File: src/rtl/gate_sweep_ctrl.sv
// gate_sweep_ctrl: exhaustive two-input AND-gate checker.
// Drives the four {a,b} vectors in order 00,01,10,11, waits SETTLE_CYCLES after
// each drive, samples the gate output c_i and compares it against a AND b.
// After the last vector it pulses done for one cycle and publishes pass,
// fail_count and (optionally) the captured c_i values.
//
// Ports:
//   clk         clock, all state on the rising edge
//   rst_n       asynchronous active-low reset
//   start       request one sweep, only honoured in IDLE
//   a_o, b_o    registered gate input drives
//   c_i         gate output under test
//   busy        high in every state except IDLE
//   done        one-cycle completion pulse
//   pass        high when all four vectors matched
//   fail_count  number of mismatching vectors (0..4, saturating)
//   result_vec  captured c_i per vector, bit index = {a,b}
//
// Configuration macro:
//   GATE_SWEEP_RESULT_LOG_EN  defined: result_vec captures c_i per vector.
//                             undefined: result_vec is tied to 4'b0000.
module gate_sweep_ctrl #(
   parameter int unsigned SETTLE_CYCLES = 2
) (
   input  logic       clk,
   input  logic       rst_n,
   input  logic       start,
   output logic       a_o,
   output logic       b_o,
   input  logic       c_i,
   output logic       busy,
   output logic       done,
   output logic       pass,
   output logic [2:0] fail_count,
   output logic [3:0] result_vec
);

   localparam int unsigned CNT_W = 4;
   localparam int unsigned IDX_W = 2;
   localparam int unsigned FC_W  = 3;
   localparam int unsigned VEC_N = 4;

   localparam logic [FC_W-1:0]  FC_MAX      = FC_W'(VEC_N);
   localparam logic [IDX_W-1:0] IDX_LAST    = IDX_W'(VEC_N - 1);
   localparam logic             HAS_SETTLE  = (SETTLE_CYCLES != 0);
   // Counter is loaded with SETTLE_CYCLES-1 so that SETTLE lasts SETTLE_CYCLES cycles
   localparam logic [CNT_W-1:0] SETTLE_LOAD =
      (SETTLE_CYCLES != 0) ? CNT_W'(SETTLE_CYCLES - 1) : '0;

   typedef enum logic [2:0] {
      S_IDLE   = 3'd0,
      S_DRIVE  = 3'd1,
      S_SETTLE = 3'd2,
      S_SAMPLE = 3'd3,
      S_DONE   = 3'd4
   } state_t;

   state_t            state_q, state_d;
   logic [IDX_W-1:0]  idx_q, idx_d;
   logic [CNT_W-1:0]  cnt_q, cnt_d;
   logic [FC_W-1:0]   fc_q, fc_d;
   logic              pass_q, pass_d;
   logic              a_q, a_d;
   logic              b_q, b_d;
   logic              busy_q, busy_d;
   logic              done_q, done_d;
   logic              drive_c;
   logic              mismatch_c;
`ifdef GATE_SWEEP_RESULT_LOG_EN
   logic [VEC_N-1:0]  res_q, res_d;
`endif

   // State and registered outputs
   always_ff @(posedge clk or negedge rst_n) begin
      if (!rst_n) begin
         state_q <= S_IDLE;
         idx_q   <= '0;
         cnt_q   <= '0;
         fc_q    <= '0;
         pass_q  <= 1'b0;
         a_q     <= 1'b0;
         b_q     <= 1'b0;
         busy_q  <= 1'b0;
         done_q  <= 1'b0;
      end else begin
         state_q <= state_d;
         idx_q   <= idx_d;
         cnt_q   <= cnt_d;
         fc_q    <= fc_d;
         pass_q  <= pass_d;
         a_q     <= a_d;
         b_q     <= b_d;
         busy_q  <= busy_d;
         done_q  <= done_d;
      end
   end

`ifdef GATE_SWEEP_RESULT_LOG_EN
   // Per-vector capture of the gate output
   always_ff @(posedge clk or negedge rst_n) begin
      if (!rst_n) begin
         res_q <= '0;
      end else begin
         res_q <= res_d;
      end
   end
`endif

   // Next-state and next-output logic
   always_comb begin
      state_d    = state_q;
      idx_d      = idx_q;
      cnt_d      = cnt_q;
      fc_d       = fc_q;
      pass_d     = pass_q;
      mismatch_c = 1'b0;
`ifdef GATE_SWEEP_RESULT_LOG_EN
      res_d      = res_q;
`endif

      case (state_q)
         S_IDLE: begin
            if (start) begin
               state_d = S_DRIVE;
               idx_d   = '0;
               fc_d    = '0;
               pass_d  = 1'b0;
`ifdef GATE_SWEEP_RESULT_LOG_EN
               res_d   = '0;
`endif
            end
         end
         S_DRIVE: begin
            if (HAS_SETTLE) begin
               state_d = S_SETTLE;
               cnt_d   = SETTLE_LOAD;
            end else begin
               state_d = S_SAMPLE;
            end
         end
         S_SETTLE: begin
            if (cnt_q == '0) begin
               state_d = S_SAMPLE;
            end else begin
               cnt_d = cnt_q - CNT_W'(1);
            end
         end
         S_SAMPLE: begin
            // Expected gate response is a AND b, i.e. the two index bits ANDed
            mismatch_c = (c_i != (idx_q[1] & idx_q[0]));
            if (mismatch_c && (fc_q != FC_MAX)) begin
               fc_d = fc_q + FC_W'(1);
            end
`ifdef GATE_SWEEP_RESULT_LOG_EN
            res_d[idx_q] = c_i;
`endif
            if (idx_q == IDX_LAST) begin
               state_d = S_DONE;
               pass_d  = (fc_d == '0);
            end else begin
               state_d = S_DRIVE;
               idx_d   = idx_q + IDX_W'(1);
            end
         end
         S_DONE: begin
            state_d = S_IDLE;
         end
         default: begin
            state_d = S_IDLE;
         end
      endcase

      // Outputs follow the state being entered so they are aligned with it
      drive_c = (state_d == S_DRIVE) || (state_d == S_SETTLE) || (state_d == S_SAMPLE);
      a_d     = drive_c & idx_d[1];
      b_d     = drive_c & idx_d[0];
      busy_d  = (state_d != S_IDLE);
      done_d  = (state_d == S_DONE);
   end

   assign a_o        = a_q;
   assign b_o        = b_q;
   assign busy       = busy_q;
   assign done       = done_q;
   assign pass       = pass_q;
   assign fail_count = fc_q;
`ifdef GATE_SWEEP_RESULT_LOG_EN
   assign result_vec = res_q;
`else
   assign result_vec = 4'b0000;
`endif

endmodule

File: config.mk
export PLATFORM = sky130hd
export DESIGN_NAME = gate_sweep_ctrl
export DESIGN_NICKNAME = d
export VERILOG_FILES = /design/src/rtl/gate_sweep_ctrl.sv
export SDC_FILE = /design/constraint.sdc
export NUM_CORES = 1
export LEC_CHECK = 0
export BUFFER_PORTS_ARGS = -buffer_cell sky130_fd_sc_hd__buf_4
export CAP_MARGIN = 20
export CORE_MARGIN = 4
export CORE_UTILIZATION = 30
export CTS_CLUSTER_DIAMETER = 200
export DETAILED_ROUTE_END_ITERATION = 12
export HOLD_SLACK_MARGIN = 0.05
export PLACE_DENSITY = 0.53
export SLEW_MARGIN = 20
export SYNTH_ARGS = -nofsm -noshare
export SYNTH_HDL_FRONTEND = slang
export SYNTH_SLANG_ARGS = --single-unit
File: constraint.sdc
create_clock -name clk -period 2 [get_ports clk]
set_input_delay 0.2 -clock clk [delete_from_list [all_inputs] [get_ports clk]]
set_output_delay 0.2 -clock clk [all_outputs]
set_load 0.1 [all_outputs]
==> results of run 1 <==
-- synth_stat cells, types with 2 or more instances --
cell       n
dfrtp_1   17
nor2_1    10
o21ai_0    8
nand2_1    7
inv_1      6
a21oi_1    4
buf_4      4
ha_1       4
nor3_1     4
buf_2      3
mux2i_1    3
nor2b_1    3
a22oi_1    2
and3b_1    2
buf_6      2
nand3b_1   2
nor3b_1    2
nor4_1     2
-- cell families (layout without fill, tap and decap cells) --
family                     Yosys count  in the layout  share of synthesized area (%)
DFF                                 17             17                           41.1
other                                1              4                          0.362
adders and majority gates            4              4                           4.84
muxes                                5              5                           5.44
and+or+nand+nor                     39             39                           20.7
buffers and inverters               17             25                           9.43
xor gates and xnor gates             1              1                          0.847
AOI/OAI and AO/OA                   27             27                           17.3
-- per-stage QoR --
step,utilization (%),hold slack (ns)
2_1_floorplan,-,-0.0956
3_3_place_gp,34.0,0.0802
3_5_place_dp,34.0,0.0797
4_1_cts,35.1,0.149
5_1_grt,35.1,0.192
6_report,35.1,0.159
-- area by class of cell --
type / count / share of cell area (%)
clock buffers: 4 / 2.24
repair buffers: 15 / 9.82
well taps: 46 / 4.91
multi-input cells: 80 / 44.6
flip-flops and latches: 17 / 36.5
inverters: 6 / 1.92
-- registers in the layout, indices dropped and copies added (netlist names) --
register,count
idx_q,2
b_o,1
done,1
busy,1
fail_count,3
a_o,1
state_q,3
pass,1
cnt_q,4
-- worst max-delay path: stages, from the launching register on --
cell and delay (ns):
dfrtp_1 0.43, inv_1 0.11, ha_1 0.16, nor3b_1 0.41, nor2_1 0.08, o21a_1 0.20, o22a_1 0.19
-- what timing repair did --
item | in CTS | in global routing
gates resized for setup | 0 | 0
endpoints found under the hold margin | 17 | 0
hold buffers | 1 | 0
-- where the power goes --
group          switching (mW)  leakage (nW)  internal, mW
logic                   0.787         0.302         0.401
registers               0.155         0.215         0.468
clock network           0.106        0.0150        0.0774
total                    1.05         0.532         0.946
-- worst paths after layout --
kind,from,endpoint,cells after the start
worst min register to register,fail_count[1]$_DFFE_PN0P_,fail_count[1]$_DFFE_PN0P_,1
worst max-delay path,cnt_q[0]$_DFFE_PN0P_,cnt_q[0]$_DFFE_PN0P_,6
max in group asynchronous,rst_n,fail_count[0]$_DFFE_PN0P_,2
worst min-delay path,start,busy$_DFF_PN0_,3
worst max register to register,cnt_q[0]$_DFFE_PN0P_,cnt_q[0]$_DFFE_PN0P_,6
min in group asynchronous,rst_n,idx_q[1]$_DFF_PN0_,2
-- per-layer routing --
layer  GRT usage [%]  wire [um]  vias up  share of wire, %
met2            17.9       1070       10                51
met3            1.01         52        0               2.5
li1                -          -      402                 -
met5               0          0        -                 0
met4            5.08          0        0                 0
met1            14.4        962      416                46
==> key figures, run 1 <==
Critical path
  – Required time of the critical path: 2.18 ns
  – Arrival time worst endpoint: 1.87 ns
  – Critical Path End Type: register
  – Crit path max fanout: 5
  – CP startpoint kind: register
  – R2R setup slack: 0.31 ns
  – Critical path type: register to register

Placed design
  – Gpl congestion: 0.851
  – I/O Buffers: 11
  – HPWL after DPL: 1510 um
  – Placed insts: 163
  – Place WS: 0.353 ns
  – Placed instance area: 1140 um^2

Synth
  – Async set-reset flop share out of synthesis: 100%
  – Synth Area per Inst: 9.32 um^2
  – Yosys top cell by area: dfrtp_1
  – Mapped Cells: 111
  – Synth Flop Type: dfrtp_1
  – Post-synth cell types: 44
  – Seq cells post-synth: 17
  – Synth area leaders: dfrtp_1, ha_1, o21ai_0
  – Top cell type's share of synthesized area: 41.1%
  – Mapped cell area: 1030 um^2
  – Seq/Total Area, Yosys: 41.1%
  – Number of flops mapped to enable cells by yosys: 0
  – Synth warn: 0

Layout
  – Area of the multi-input gates: 523 um^2
  – Most frequent cells in the layout: dfrtp_1, buf_4, nor2_1, o21ai_0, nand2_1
  – Commonest non-fill, non-tap cell in the layout: dfrtp_1
  – Layout cells sized above 1: 18.0%
  – Layout fillers: 356
  – Ant. Diodes: 0
  – Non-Filler Instances: 168
  – Fin nets: 131
  – Register Area: 428 um^2
  – Post-Layout Inst Area: 1170 um^2
  – Area Growth Syn to Fin: 13.3%

Flow run
  – Max-Cap Viols: 0

Pwr
  – Pwr/cell area: 1700 nW/um^2
  – Total chip power: 1.99 mW
  – Max IR drop VDD: 0.311 mV
  – Leakage: 0.532 nW

STA
  – Final setup violating endpoints: 0
  – Max Fclk: 593 MHz
  – Fin crit share: 84.3%
  – Setup TNS: 0 ns
  – Pins over their slew limit: 0
  – Unrepaired setup endpoints after global routing: no
  – Post-layout min period: 1.69 ns
  – Min setup slack post-route: 0.314 ns
  – Fin. Hold Viols: 0
  – Worst Clk Skew: 0.00312 ns

Route
  – Drt first pass iters: 4
  – Remaining DRCs: 0
  – 1st-iter DRT viols: 97
  – Vias/cell: 4.93
  – Post-Route WL: 2090 um
  – DR WL/cell: 12.4 um
  – Detailed-route via count: 828
  – Post-DRT Antenna Nets: 0

Floorplan
  – Area of the core: 3340 um^2
  – Die width: 66.7 um
  – Die area: 4450 um^2
  – Initial Util: 31.0%
  – Chip height: 66.7 um
  – FP Rows: 21
  – I/O pin cnt: 16

Outcome
  – Run status: finished, final reports clean

CTS
  – CTS tree: done
  – # clock sinks: 17
  – H-Tree Depth: 1
  – Clk Tree Root Cell: clkbuf_4
  – Postcts setup bufs: 0
  – CTS Buf Count: 3
  – CTS max path bufs: 2
  – Worst-path clk slew: 0.10 ns
  – Worst skew pair latency: 0.28 ns

Global route
  – Remaining Overflow, GRT: 0
  – Gr usage total: 11.0%
  – Initial antenna violation count: 0
  – Largest net degree at the start of global routing: 18
  – First-pass GRT wire length: 3820 um
  – Vias in the first global route: 811

Hold path
  – Hold Crit Class: input port to register
Note: power is estimated with default switching activity, not from simulation.
==> inputs of run 2 (changes only) <==
- PLACE_DENSITY: 0.53 -> 0.54
- clock period: 2 -> 1.5 ns (I/O delays scaled with it)
==> run 2 against run 1 <==
Clock power rose by 43%; register-to-register slack worse by 0.31 ns; via count grew 5.0%; first-iteration DRC count down 49%; critical path depth down 2; largest cell class unchanged; non-clock buffer count grew 12; flip-flop and latch count did not move; die area unchanged; total power grew 48%; clock skew up 0.0032 ns.
==> key figures, run 2 (synthesized netlist as in run 1, its figures left out) <==
Outcome
  – Run status: finished, final reports clean

STA
  – Pins over their slew limit: 0
  – Fin crit share: 99.5%
  – Unrepaired setup endpoints after global routing: yes
  – Post-layout min period: 1.49 ns
  – Fin. Hold Viols: 0
  – Min setup slack post-route: 0.00757 ns
  – Max Fclk: 670 MHz
  – Setup TNS: 0 ns
  – Worst Clk Skew: 0.00630 ns
  – Final setup violating endpoints: 0

Layout
  – Area Growth Syn to Fin: 26.4%
  – Largest Register: cnt_q
  – Post-Layout Inst Area: 1310 um^2
  – Core Util, Final: 39.2%
  – Max reg flops: 4
  – Ant. Diodes: 0
  – Register Area: 434 um^2
  – Layout fillers: 344
  – Most frequent cells in the layout: buf_4, dfrtp_1, nor2_1, o21ai_0, nand2_1
  – Area of the multi-input gates: 559 um^2
  – Commonest non-fill, non-tap cell in the layout: buf_4
  – Layout cells sized above 1: 30.6%
  – Fin nets: 143

CTS
  – H-Tree Depth: 1
  – # clock sinks: 17
  – CTS tree: done
  – CTS max path bufs: 2
  – Clk Tree Root Cell: clkbuf_4
  – Worst-path clk slew: 0.11 ns
  – Worst skew pair latency: 0.30 ns
  – CTS Buf Count: 3
  – Postcts setup bufs: 0

Critical path
  – Crit path max fanout: 3
  – Critical path type: register to register
  – Critical Path End Type: register
  – CP Cell Sequence: and3b_1 > or2_1 > mux2_4 > a211o_1
  – Crit path max-delay cell type: dfrtp_1
  – CP Buf/Inv Count: 0
  – CP startpoint kind: register
  – Required time of the critical path: 1.69 ns
  – Crit-path leading delay family: simple AND/OR/NAND/NOR gates
  – Arrival time worst endpoint: 1.68 ns
  – Delay of the slowest critical-path stage: 0.42 ns

Pwr
  – Leakage: 0.601 nW
  – Part of the power in combinational logic: 65.2%
  – Total chip power: 2.95 mW
  – Sw Share: 50.4%
  – Pwr/cell area: 2260 nW/um^2
  – Net switching power: 1.49 mW
  – Pint: 1.46 mW
  – Seq pwr share: 25.9%
  – Clock power share: 8.8%
  – Max IR drop VDD: 0.461 mV

Placed design
  – Place WS: -0.00891 ns
  – Gpl congestion: 0.792
  – Placed instance area: 1250 um^2
  – I/O Buffers: 11
  – HPWL after DPL: 1760 um

Global route
  – Remaining Overflow, GRT: 0
  – Gr usage total: 11.9%
  – Largest net degree at the start of global routing: 18
  – First-pass GRT wire length: 4040 um
  – Initial antenna violation count: 0
  – Vias in the first global route: 909

Floorplan
  – Chip height: 66.7 um
  – Area of the core: 3340 um^2
  – Die width: 66.7 um
  – I/O pin cnt: 16
  – FP Rows: 21
  – Die area: 4450 um^2
  – Initial Util: 31.0%

Route
  – Vias/cell: 4.83
  – Post-DRT Antenna Nets: 0
  – Drt first pass iters: 4
  – Post-Route WL: 2330 um
  – Remaining DRCs: 0
  – Detailed-route via count: 869
  – 1st-iter DRT viols: 49
  – DR WL/cell: 13.0 um

Flow run
  – Max-Cap Viols: 0

Hold path
  – Hold Crit Class: input port to register
## run 2: layout make-up
| class | count | area share [%] |
|---|---|---|
| multi-input combinational | 80 | 42.8 |
| sequential | 17 | 33.2 |
| timing repair buffer | 27 | 15.7 |
| tap | 46 | 4.40 |
| clock buffer | 4 | 2.01 |
| inverter | 6 | 1.91 |
## run 2: final timing paths
check,end,cells past startpoint,from,slack (ns)
hold / removal,busy$_DFF_PN0_,3,start,0.1
hold reg to reg,fail_count[2]$_DFFE_PN0P_,2,fail_count[2]$_DFFE_PN0P_,0.64
setup reg to reg,pass$_DFFE_PN0P_,4,idx_q[0]$_DFF_PN0_,0.008
setup / recovery,pass$_DFFE_PN0P_,4,idx_q[0]$_DFF_PN0_,0.008
max in group asynchronous,fail_count[1]$_DFFE_PN0P_,2,rst_n,1.02
min in group asynchronous,a_o$_DFF_PN0_,2,rst_n,0.25
## run 2: metal layers
metal	track usage (%)	routed length, um
met1	14.1	1020
met2	20.4	1190
met3	1.01	56
met4	7.61	65
met5	0	0
## run 2: power by group through the flow
stage | clock (mW) | sequential [mW] | combinational (mW)
6_report | 0.261 | 0.766 | 1.93
3_5_place_dp | 0 | 0.769 | 1.88
5_1_grt | 0.292 | 0.794 | 2.08
3_3_place_gp | 0 | 0.761 | 1.84
2_1_floorplan | 0 | 1.25 | 0.943
4_1_cts | 0.273 | 0.761 | 1.90
## run 2: through the flow
step,std cells,hold slack (ns)
final,180,0.0963
after floorplan,114,-0.146
after global routing,180,0.123
after CTS,180,0.0920
after global placement,175,0.0316
after detailed placement,175,0.0340
## run 2: worst reg2reg max path: stages (launching register included)
cell and delay, ns:
dfrtp_1 0.42, and3b_1 0.19, or2_1 0.23, mux2_4 0.30
a211o_1 0.25
## run 2: what timing repair did
action	in CTS	in global routing
hold endpoints to repair	17	0
endpoints found under the setup margin	2	4
resized for setup	2	2
pin swaps	0	2
hold buffers	1	0
